### src/rtl/udma_eth_rx_frame_filter.sv
// rtl/udma_eth_rx_frame_filter.sv - Ethernet RX destination/runt/length filter between MAC and uDMA RX buffer
// Optional drop statistics counter: define ETH_RX_FILTER_STATS_EN.
module udma_eth_rx_frame_filter #(
    parameter int MAX_FRAME_LEN = 1518
) (
    input  logic        eth_clk_i,
    input  logic        eth_rst_i,
    input  logic [47:0] cfg_mac_addr_i,
    input  logic        cfg_promisc_i,
    input  logic        cfg_bcast_en_i,
    input  logic [7:0]  s_axis_tdata_i,
    input  logic        s_axis_tvalid_i,
    input  logic        s_axis_tlast_i,
    input  logic        s_axis_tuser_i,
    output logic        s_axis_tready_o,
    output logic [7:0]  m_axis_tdata_o,
    output logic        m_axis_tvalid_o,
    output logic        m_axis_tlast_o,
    input  logic        m_axis_tready_i,
    output logic        drop_event_o,
    output logic        trunc_event_o,
    output logic        err_event_o,
    output logic [15:0] stat_drop_cnt_o
);

    typedef enum logic [1:0] {HDR, FLUSH, PASS, DROP} state_t;

    localparam logic [10:0] MAX_LEN = 11'(MAX_FRAME_LEN);

    state_t      state;
    state_t      state_next;
    logic [47:0] hdr;
    logic [2:0]  hdr_cnt;
    logic [2:0]  rd_idx;
    logic [10:0] byte_cnt;
    logic [47:0] dst_next;
    logic [10:0] byte_cnt_inc;
    logic        addr_match;
    logic        at_max;
    logic        in_beat;
    logic [7:0]  flush_byte;
    logic        drop_set;
    logic        trunc_set;
    logic        err_set;

    // The 6th header byte is still on the bus, so the match uses it directly.
    assign dst_next     = {hdr[39:0], s_axis_tdata_i};
    assign addr_match   = cfg_promisc_i
                        | (dst_next == cfg_mac_addr_i)
                        | (cfg_bcast_en_i & (&dst_next));
    assign byte_cnt_inc = byte_cnt + 11'd1;
    assign at_max       = (byte_cnt_inc == MAX_LEN);
    assign in_beat      = s_axis_tvalid_i & s_axis_tready_o;

    always_comb begin
        flush_byte = 8'h00;
        case (rd_idx)
            3'd0:    flush_byte = hdr[47:40];
            3'd1:    flush_byte = hdr[39:32];
            3'd2:    flush_byte = hdr[31:24];
            3'd3:    flush_byte = hdr[23:16];
            3'd4:    flush_byte = hdr[15:8];
            3'd5:    flush_byte = hdr[7:0];
            default: flush_byte = 8'h00;
        endcase
    end

    always_ff @(posedge eth_clk_i or posedge eth_rst_i) begin
        if (eth_rst_i) begin
            state <= HDR;
        end else begin
            state <= state_next;
        end
    end

    always_comb begin
        state_next      = state;
        s_axis_tready_o = 1'b0;
        m_axis_tvalid_o = 1'b0;
        m_axis_tdata_o  = 8'h00;
        m_axis_tlast_o  = 1'b0;
        drop_set        = 1'b0;
        trunc_set       = 1'b0;
        err_set         = 1'b0;
        case (state)
            HDR: begin
                s_axis_tready_o = 1'b1;
                if (s_axis_tvalid_i) begin
                    if (s_axis_tlast_i) begin
                        drop_set = 1'b1;
                    end else if (hdr_cnt == 3'd5) begin
                        if (addr_match) begin
                            state_next = FLUSH;
                        end else begin
                            state_next = DROP;
                            drop_set   = 1'b1;
                        end
                    end
                end
            end
            FLUSH: begin
                m_axis_tvalid_o = 1'b1;
                m_axis_tdata_o  = flush_byte;
                if (m_axis_tready_i && rd_idx == 3'd5) begin
                    state_next = PASS;
                end
            end
            PASS: begin
                m_axis_tvalid_o = s_axis_tvalid_i;
                s_axis_tready_o = m_axis_tready_i;
                m_axis_tdata_o  = s_axis_tdata_i;
                m_axis_tlast_o  = s_axis_tlast_i | at_max;
                if (in_beat) begin
                    if (s_axis_tlast_i) begin
                        state_next = HDR;
                        err_set    = s_axis_tuser_i;
                    end else if (at_max) begin
                        state_next = DROP;
                        trunc_set  = 1'b1;
                    end
                end
            end
            DROP: begin
                s_axis_tready_o = 1'b1;
                if (s_axis_tvalid_i && s_axis_tlast_i) begin
                    state_next = HDR;
                end
            end
            default: state_next = HDR;
        endcase
    end

    always_ff @(posedge eth_clk_i or posedge eth_rst_i) begin
        if (eth_rst_i) begin
            hdr           <= 48'h0;
            hdr_cnt       <= 3'd0;
            rd_idx        <= 3'd0;
            byte_cnt      <= 11'd0;
            drop_event_o  <= 1'b0;
            trunc_event_o <= 1'b0;
            err_event_o   <= 1'b0;
        end else begin
            drop_event_o  <= drop_set;
            trunc_event_o <= trunc_set;
            err_event_o   <= err_set;
            case (state)
                HDR: begin
                    rd_idx <= 3'd0;
                    if (s_axis_tvalid_i) begin
                        hdr <= dst_next;
                        if (s_axis_tlast_i || hdr_cnt == 3'd5) begin
                            hdr_cnt <= 3'd0;
                        end else begin
                            hdr_cnt <= hdr_cnt + 3'd1;
                        end
                    end
                end
                FLUSH: begin
                    if (m_axis_tready_i) begin
                        if (rd_idx == 3'd5) begin
                            rd_idx   <= 3'd0;
                            byte_cnt <= 11'd6;
                        end else begin
                            rd_idx <= rd_idx + 3'd1;
                        end
                    end
                end
                PASS: begin
                    if (in_beat) begin
                        byte_cnt <= byte_cnt_inc;
                    end
                end
                DROP: begin
                    hdr_cnt <= 3'd0;
                end
                default: begin
                    hdr_cnt <= 3'd0;
                end
            endcase
        end
    end

`ifdef ETH_RX_FILTER_STATS_EN
    logic [15:0] stat_cnt;

    // Drop and truncation pulses are mutually exclusive, so one increment suffices.
    always_ff @(posedge eth_clk_i or posedge eth_rst_i) begin
        if (eth_rst_i) begin
            stat_cnt <= 16'h0000;
        end else if ((drop_event_o || trunc_event_o) && stat_cnt != 16'hFFFF) begin
            stat_cnt <= stat_cnt + 16'd1;
        end
    end

    assign stat_drop_cnt_o = stat_cnt;
`else
    assign stat_drop_cnt_o = 16'h0000;
`endif

endmodule

### config.mk
export PLATFORM = sky130hd
export DESIGN_NAME = udma_eth_rx_frame_filter
export DESIGN_NICKNAME = d
export VERILOG_FILES = /design/src/rtl/udma_eth_rx_frame_filter.sv
export SDC_FILE = /design/constraint.sdc
export NUM_CORES = 1
export LEC_CHECK = 0
export CORE_MARGIN = 4
export CORE_UTILIZATION = 34
export CTS_CLUSTER_SIZE = 40
export DETAILED_ROUTE_END_ITERATION = 10
export HOLD_SLACK_MARGIN = 0.12
export PLACE_DENSITY = 0.66
export SLEW_MARGIN = 20
export SYNTH_ARGS = -nofsm -noshare
export SYNTH_HDL_FRONTEND = slang
export SYNTH_SLANG_ARGS = --single-unit
### constraint.sdc
create_clock -name eth_clk_i -period 4.2 [get_ports eth_clk_i]
set_input_delay 1.26 -clock eth_clk_i [delete_from_list [all_inputs] [get_ports eth_clk_i]]
set_output_delay 1.26 -clock eth_clk_i [all_outputs]
set_load 0.005 [all_outputs]
# Word-level counts from Yosys, hierarchy flattened

Cells that the tools add are included.

Bits in registers: 70
Output and inout port bits: 30

Add/sub/neg operators: 3
Equality and inequality tests: 20
Muxes and demuxes: 37
Bitwise operators: 5
Reductions and logical operators: 15

Operator list:

| cell                                           | number |
|---|---|
| == test 48 bit                                 | 1 |
| case mux 8 bit (6 select lines)                | 1 |
| AND reduction 48 bit                           | 1 |
| 2-to-1 mux 11 bit                              | 3 |
| case mux 11 bit (2 select lines)               | 1 |
| 2-to-1 mux 2 bit                               | 9 |
| inequality test 2 bit (second input constant)  | 8 |
| case mux 8 bit (2 select lines)                | 1 |
| 2-to-1 mux 1 bit                               | 13 |
| 2-to-1 mux 3 bit                               | 4 |
| case mux 3 bit (2 select lines)                | 2 |
| adder 11 x 1 -> 11 bit (second input constant) | 1 |
| == test 11 bit (second input constant)         | 1 |
| == test 3 bit (second input constant)          | 3 |
| case mux 2 bit (4 select lines)                | 1 |
| AND reduction 7 bit                            | 1 |
| adder 3 x 1 -> 3 bit (second input constant)   | 2 |
| == test 3 x 2 -> 1 bit (second input constant) | 2 |
| AND reduction 2 bit                            | 3 |
| nonzero test 2 bit                             | 3 |
| == test 2 bit (second input constant)          | 2 |
| case mux 1 bit (2 select lines)                | 2 |
| AND reduction 4 bit                            | 1 |
| == test 3 x 1 -> 1 bit (second input constant) | 1 |
| other kinds (9)                                | 13 |

# Depth between registers and ports, before layout

Gate-level depths: netlist of run 1.

Word-level depth: 8
Gate-level depth with buffers: 10
Gate-level depth less buffers: 8

# Least setup slack after synthesis of run 1

No wires, ideal clock.

Path kind: register to output
Start: reg rd_idx[0]
End: out m_axis_tdata_o[0]
Arrival time: 2.123 ns
Required time: 2.940 ns
Setup slack: 0.817 ns
Stages on the path, launching flop included: 10
Buffers on the path: 4
Path through: dfrtp_1 > clkbuf_1 > clkbuf_1 > clkbuf_1 > and2_1 > ha_1 > clkbuf_1 > o31a_1 > a22oi_1 > nor2b_1

Cells in the longest elaborated chain, start to end: 3

Ends and longest elaborated chain:

| item                                  | line | source |
|---|---|---|
| start: declaration                    | 34   | `logic [2:0] rd_idx;` |
| start signal: assignment              | 164  | `rd_idx <= rd_idx + 3'd1;` |
| == test 3 bit (tied with other cells) | 57   | `case (rd_idx)` |
| case mux 8 bit (6 select lines) (*)   | 57   |  |
| case mux 8 bit (2 select lines) (*)   | 85   | `case (state)` |
| end: declaration                      | 16   | `output logic [7:0] m_axis_tdata_o,` |

Mark *: on every way between the ends. The rest lies on a longest branch, timed or not.

# Final worst setup path of run 1

Start: reg rd_idx[2]
End: out m_axis_tdata_o[3]

Same word-level chain as after synthesis.

==> results of run 1 <==
-- what timing repair did --
item                       CTS  global route
hold endpoints to repair     0             0
setup endpoints to repair    0             2
gates resized for setup      0             1
buffers inserted             0             0
-- power groups by stage --
stage          Sequential (W)  Combinational, W  Clock [W]
3_5_place_dp          0.00140           0.00156          0
3_3_place_gp          0.00139           0.00153          0
6_report              0.00140           0.00156   0.000748
2_1_floorplan         0.00121           0.00113          0
4_1_cts               0.00139           0.00157   0.000759
5_1_grt               0.00144           0.00172   0.000789
-- synthesized netlist by cell type, types with 4 or more instances --
master    instances  share of area, %
o221ai_1          4              0.79
o21ai_0          17               1.9
mux2i_1           5               1.1
o21ai_1           7              0.79
nor4_1           14               2.0
clkbuf_1         15               1.3
buf_4            16               2.7
dfrtp_1          70                40
a21oi_1          11               1.2
nor3_1            8              0.90
xor2_1           50               9.9
mux2_2           49                12
o31ai_1           6               1.0
nand4_1          16               2.3
nor2_1           16               1.4
inv_1            13               1.1
nand3_1           8              0.90
or3_1             4              0.56
nand2_1          24               2.0
a22oi_1          20               3.4
and3_1            6              0.85
nor2b_1          11               1.6
ha_1              9               2.5
-- cell type report --
type	instances	share of cell area (%)
inverters	14	0.921
clock buffers	12	4.67
well taps	172	3.77
repair buffers	92	15.9
flip-flops and latches	70	30.7
multi-input cells	334	43.5
clock inverters	4	0.504
-- flip-flops by register name, indices dropped and copies added (netlist names) --
name and flops:
err_event_o 1, rd_idx 3, drop_event_o 1, trunc_event_o 1
state 2, byte_cnt 11, hdr 48, hdr_cnt 3
-- kinds of logic (layout without fill, tap and decap cells) --
kind of cell    after synthesis  in the layout
simple gates                117            117
mux                          55             55
other cells                   1             16
buf+inv                      50            122
flops                        70             70
xor+xnor                     52             52
compound gates               85             85
fa+ha+maj                     9              9
-- final timing paths --
check / cells past startpoint / startpoint / end
worst max-delay path: 8 / rd_idx[2] / m_axis_tdata_o[3]
worst min-delay path: 1 / hdr[43] / hdr[43]
worst max register to register: 8 / state[0] / byte_cnt[10]
worst min register to register: 1 / hdr[43] / hdr[43]
max in group asynchronous: 3 / eth_rst_i / hdr[40]
min in group asynchronous: 3 / eth_rst_i / byte_cnt[2]
-- stage by stage --
step	hold slack (ns)	total power [W]
after global placement	0.490	0.00293
final	0.507	0.00371
after floorplan	0.467	0.00234
after CTS	0.508	0.00372
after global routing	0.531	0.00395
after detailed placement	0.495	0.00296
-- metal layers --
metal | track usage, % | share of wire, % | wire length (um) | up-vias
li1 | - | - | - | 1735
met3 | 4.64 | 6.7 | 868 | 26
met1 | 22.6 | 42 | 5470 | 1869
met2 | 29.5 | 49 | 6320 | 163
met4 | 5.46 | 2.2 | 281 | 0
met5 | 0 | 0 | 0 | -
==> impl_metrics.py, run 1 <==
metrics = {
    "run_status": {
        "outcome": "finished, final reports clean",
    },
    "power": {
        "power.share.sequential_pct": 37.8,
        "power.share.combinational_pct": 42.1,
        "p_leak_nw": 2.32,
        "pwr-share-clk_pct": 20.1,
        "p_int_w": 0.00222,
        "powerDensity_nw_per_um2": 651,
        "ir_worst_vdd_uv": 249,
        "power.switching_w": 0.00149,
        "sw_frac_of_total_pct": 40.2,
    },
    "timing": {
        "min_period_ns": 4.06,
        "setup_viol": 0,
        "timing.fmax_mhz": 246,
        "worstMarginPinSlew_ns": 0.750,
        "rsz0062_at_grt": "no",
        "maxSlewViolCount": 0,
        "layout_setup_ws_ns": 0.142,
        "relSlewSlack_pct": 49.9,
        "fin_setup_tns_ns": 0,
        "fin_skew_ns": 0.00376,
        "hold_violations": 0,
        "timing.final.crit_share_pct": 96.6,
    },
    "placed_design": {
        "pre_cts_ws_ns": 0.257,
        "postPlaceCellArea_sq_um": 5410,
        "routabilityCongestion": 0.886,
        "dp_hpwl_um": 9620,
        "port-buffer-count": 77,
        "dp_cells": 682,
    },
    "yosys": {
        "synth-compound-area-share_pct": 13.2,
        "synth_top_family_by_area": "simple AND/OR/NAND/NOR gates",
        "ys_async_sr_fraction_pct": 100,
        "yosys.area_share.simple_pct": 14.7,
        "synth-seq-cells": 70,
        "ys_types": 55,
        "synth_mux_area_share_pct": 13.8,
        "synthFlopType": "dfrtp_1",
        "synthAdderAreaFrac_pct": 2.54,
        "synth_sequential_area_ratio_pct": 39.5,
        "synthesis.area_sq_um": 4430,
        "synth-edff-count": 0,
        "ys_warn_count": 0,
        "synth_cells": 439,
        "synthXorXnorAreaFrac_pct": 10.3,
        "postSynthAreaPerCell_sq_um": 10.1,
    },
    "hold_path": {
        "hold_class": "flip-flop to flip-flop",
    },
    "layout": {
        "regArea_sq_um": 1750,
        "finalNonFillerCells": 698,
        "fill_cells": 1199,
        "nets": 594,
        "areaGrowthSynthToFinish_pct": 28.7,
        "antennaDiodeCount": 0,
        "mostFrequentLayoutCell": "clkdlybuf4s50_1",
        "post-route-cell-area_sq_um": 5710,
        "drive_above_1_share_pct": 17.3,
        "layout_common_cells": "77 x clkdlybuf4s50_1, 70 x dfrtp_1, 50 x xor2_1, 49 x mux2_2, 23 x nand2_1",
        "fin_util_pct": 45.0,
        "multi_input_area_sq_um": 2480,
    },
    "cts": {
        "numCtsBuffers": 9,
        "clkTransAtPathRegs_ns": 0.06,
        "cts_tree": "done",
        "h-tree-depth": 3,
        "clk_latency_ns": 0.34,
        "clk_path_buf_depth": 2,
        "cts_sinks": 70,
        "cts_hold_buf": 0,
        "root_buffer": "clkbuf_16",
    },
    "route": {
        "first_pass_iters": 6,
        "vias_per_cell": 5.43,
        "drc_errors": 0,
        "routed_wl_um": 12900,
        "num_vias": 3793,
        "postRouteAntennaNets": 0,
        "detail_route.wl_per_cell_um": 18.5,
        "drtIter0Drc": 358,
    },
    "critical_path": {
        "crit_fanout": 13,
        "crit_chain": "inv_1, ha_1, buf_4, a221oi_1, o21ai_1, a22oi_1, nor2b_1, clkdlybuf4s50_1",
        "path_delay_family": "buffers and inverters",
        "cp-end-kind": "output port",
        "cpPeakStageDelay_ns": 0.66,
        "critPathArrivalTime_ns": 2.80,
        "r2r_slack_ns": 1.57,
        "crit_required_ns": 2.94,
        "crit_type": "flip-flop to output port",
        "cpMaxStageDelayCell": "dfrtp_1",
        "path_buf_inv": 3,
        "crit_path_start_kind": "flip-flop",
    },
    "floorplanning": {
        "fp.dieH_um": 122,
        "design.portCount": 94,
        "num_rows": 41,
        "coreArea_sq_um": 12700,
        "start_util_pct": 35.0,
        "die_w_um": 122,
        "die-area_sq_um": 14900,
    },
    "grt": {
        "grt.overflow.total": 0,
        "grt_max_degree": 71,
        "track_usage_pct": 17.8,
        "grt_pass1_wl_um": 20500,
        "grt_pass1_vias": 3782,
        "antenna_found_initial": 0,
    },
    "run": {
        "max_cap_violations": 0,
    },
}
(Power assumes the default switching activity.)
==> run 2, diff against run 1 <==
--- a/config.mk
+++ b/config.mk
@@ -5,10 +5,12 @@
 export SDC_FILE = /design/constraint.sdc
 export NUM_CORES = 1
 export LEC_CHECK = 0
+export ABC_AREA = 1
 export CORE_MARGIN = 4
 export CORE_UTILIZATION = 34
 export CTS_CLUSTER_SIZE = 40
 export DETAILED_ROUTE_END_ITERATION = 10
+export GPL_TIMING_DRIVEN = 0
 export HOLD_SLACK_MARGIN = 0.12
 export PLACE_DENSITY = 0.66
 export SLEW_MARGIN = 20
==> impl_metrics.py, run 2 <==
metrics = {
    "route": {
        "vias_per_cell": 4.71,
        "num_vias": 4325,
        "detail_route.wl_per_cell_um": 13.9,
        "drtIter0Drc": 350,
        "first_pass_iters": 5,
        "postRouteAntennaNets": 0,
        "drc_errors": 0,
        "routed_wl_um": 12700,
    },
    "power": {
        "power.switching_w": 0.00148,
        "pwr-share-clk_pct": 25.4,
        "power.share.sequential_pct": 33.9,
        "powerDensity_nw_per_um2": 603,
        "power.share.combinational_pct": 40.7,
        "ir_worst_vdd_uv": 274,
        "sw_frac_of_total_pct": 41.3,
        "p_int_w": 0.00211,
        "p_leak_nw": 2.66,
    },
    "yosys": {
        "synth_top_family_by_area": "simple AND/OR/NAND/NOR gates",
        "synthAdderAreaFrac_pct": 2.48,
        "synth-edff-count": 0,
        "yosys.area_share.simple_pct": 26.2,
        "ys_types": 35,
        "synth_mux_area_share_pct": 0,
        "synthXorXnorAreaFrac_pct": 7.70,
        "synth_cells": 637,
        "ys_warn_count": 0,
        "yosysTopAreaCellShare_pct": 38.7,
        "ys_top_cells_by_count": "209 x nand2_1, 77 x inv_1, 70 x dfrtp_1",
        "synth-seq-cells": 70,
        "postSynthAreaPerCell_sq_um": 7.11,
        "synth_sequential_area_ratio_pct": 38.7,
        "synthFlopType": "dfrtp_1",
        "synth-compound-area-share_pct": 14.0,
        "yosysMostFrequentCell": "nand2_1",
        "ys_async_sr_fraction_pct": 100,
        "synth_area_leaders": "dfrtp_1 39%, nand2_1 17%, xnor2_1 7.0%",
        "synth_top_area_cell": "dfrtp_1",
        "synthesis.area_sq_um": 4530,
    },
    "floorplanning": {
        "start_util_pct": 35.3,
        "die-area_sq_um": 15200,
        "num_rows": 41,
        "fp.dieH_um": 123,
        "design.portCount": 94,
        "coreArea_sq_um": 12800,
        "die_w_um": 123,
    },
    "layout": {
        "layout_common_cells": "209 x nand2_1, 77 x clkdlybuf4s50_1, 76 x inv_1, 70 x dfrtp_1, 45 x o21ai_0",
        "fill_cells": 1274,
        "reg_top3": "hdr (48), byte_cnt (11)",
        "nets": 814,
        "areaGrowthSynthToFinish_pct": 31.5,
        "post-route-cell-area_sq_um": 5960,
        "finalNonFillerCells": 918,
        "regArea_sq_um": 1750,
        "largest_register": "hdr",
        "mostFrequentLayoutCell": "nand2_1",
        "fin_util_pct": 46.5,
        "antennaDiodeCount": 0,
        "multi_input_area_sq_um": 2340,
        "drive_above_1_share_pct": 8.45,
        "largest_reg_flops": 48,
    },
    "cts": {
        "cts_hold_buf": 0,
        "clk_latency_ns": 0.34,
        "postCtsSetupBuffers": 0,
        "h-tree-depth": 3,
        "cts_tree": "done",
        "root_buffer": "clkbuf_16",
        "clkTransAtPathRegs_ns": 0.06,
        "cts_sinks": 70,
        "numCtsBuffers": 9,
        "clk_path_buf_depth": 2,
        "postCtsResizedCells": 0,
    },
    "timing": {
        "timing.final.crit_share_pct": 94.6,
        "maxSlewViolCount": 0,
        "hold_violations": 0,
        "worstMarginPinSlew_ns": 0.519,
        "setup_viol": 0,
        "rsz0062_at_grt": "no",
        "timing.fmax_mhz": 252,
        "relSlewSlack_pct": 65.3,
        "layout_setup_ws_ns": 0.225,
        "fin_skew_ns": 0.00868,
        "min_period_ns": 3.97,
    },
    "run_status": {
        "outcome": "finished, final reports clean",
    },
    "grt": {
        "track_usage_pct": 17.3,
        "antenna_found_initial": 0,
        "grt_pass1_wl_um": 20700,
        "grt_max_degree": 58,
        "grt.overflow.total": 0,
        "grt_pass1_vias": 4165,
    },
    "placed_design": {
        "dp_hpwl_um": 9770,
        "routabilityCongestion": 0.857,
        "dp_cells": 902,
        "postPlaceCellArea_sq_um": 5600,
        "pre_cts_ws_ns": 0.245,
        "port-buffer-count": 77,
    },
    "critical_path": {
        "critPathArrivalTime_ns": 2.71,
        "r2r_slack_ns": 2.13,
        "crit_path_start_kind": "primary input",
        "crit_fanout": 7,
        "crit_required_ns": 2.94,
        "crit_type": "primary input to output port",
        "cp-end-kind": "output port",
        "worstRegToRegCells": 7,
    },
    "hold_path": {
        "hold_class": "flip-flop to flip-flop",
        "whs_path_depth": 2,
    },
    "run": {
        "max_cap_violations": 0,
    },
}
==> run 2: metrics by stage <==
stage | hold WS, ns | TNS [ns] | total power, W
after floorplan | 0.449 | 0 | 0.00212
after global placement | 0.467 | -8.00 | 0.00264
after detailed placement | 0.473 | 0 | 0.00267
after CTS | 0.488 | 0 | 0.00360
after global routing | 0.525 | 0 | 0.00387
final | 0.487 | 0 | 0.00359
==> run 2: routing by layer <==
layer  track usage, %  vias up  wire length, um
met5                0        -                0
met1             23.5     1973             5830
li1                 -     2197                -
met2             27.9      133             5920
met4             4.01        0              195
met3             4.25       22              769
==> run 2: power by group through the flow <==
stage / Combinational, W / Sequential, W / Clock [W]
CTS: 0.00146 / 0.00121 / 0.000929
detailed placement: 0.00145 / 0.00122 / 0
finish: 0.00146 / 0.00122 / 0.000912
global route: 0.00166 / 0.00126 / 0.000953
global placement: 0.00142 / 0.00122 / 0
floorplan: 0.000997 / 0.00112 / 0
==> run 2: final cells by class <==
class | instances | area share [%]
Clock inverter | 6 | 1.95
Sequential cell | 70 | 29.4
Tap cell | 172 | 3.61
Inverter | 86 | 5.46
Clock buffer | 10 | 4.01
Buffer | 29 | 2.88
Multi-Input combinational cell | 467 | 39.3
Timing Repair Buffer | 78 | 13.4
==> run 2: cell families after synthesis <==
family,after synthesis
fa+ha+maj,9
compound gates,116
simple gates,287
buf+inv,115
xor+xnor,39
flops,70
other cells,1
==> run 2: path summary, 6_finish.rpt <==
check	start	end
setup / recovery	s_axis_tlast_i	m_axis_tlast_o
min in group asynchronous	eth_rst_i	byte_cnt[2]
hold reg to reg	hdr[47]	hdr[47]
setup reg to reg	state[0]	hdr[46]
hold / removal	hdr[47]	hdr[47]
max in group asynchronous	eth_rst_i	state[0]
==> run 2: critical path: stages <==
cell and delay, ns:
clkdlybuf4s50_1 0.60, inv_1 0.12, a21oi_1 0.20, clkdlybuf4s50_1 0.53
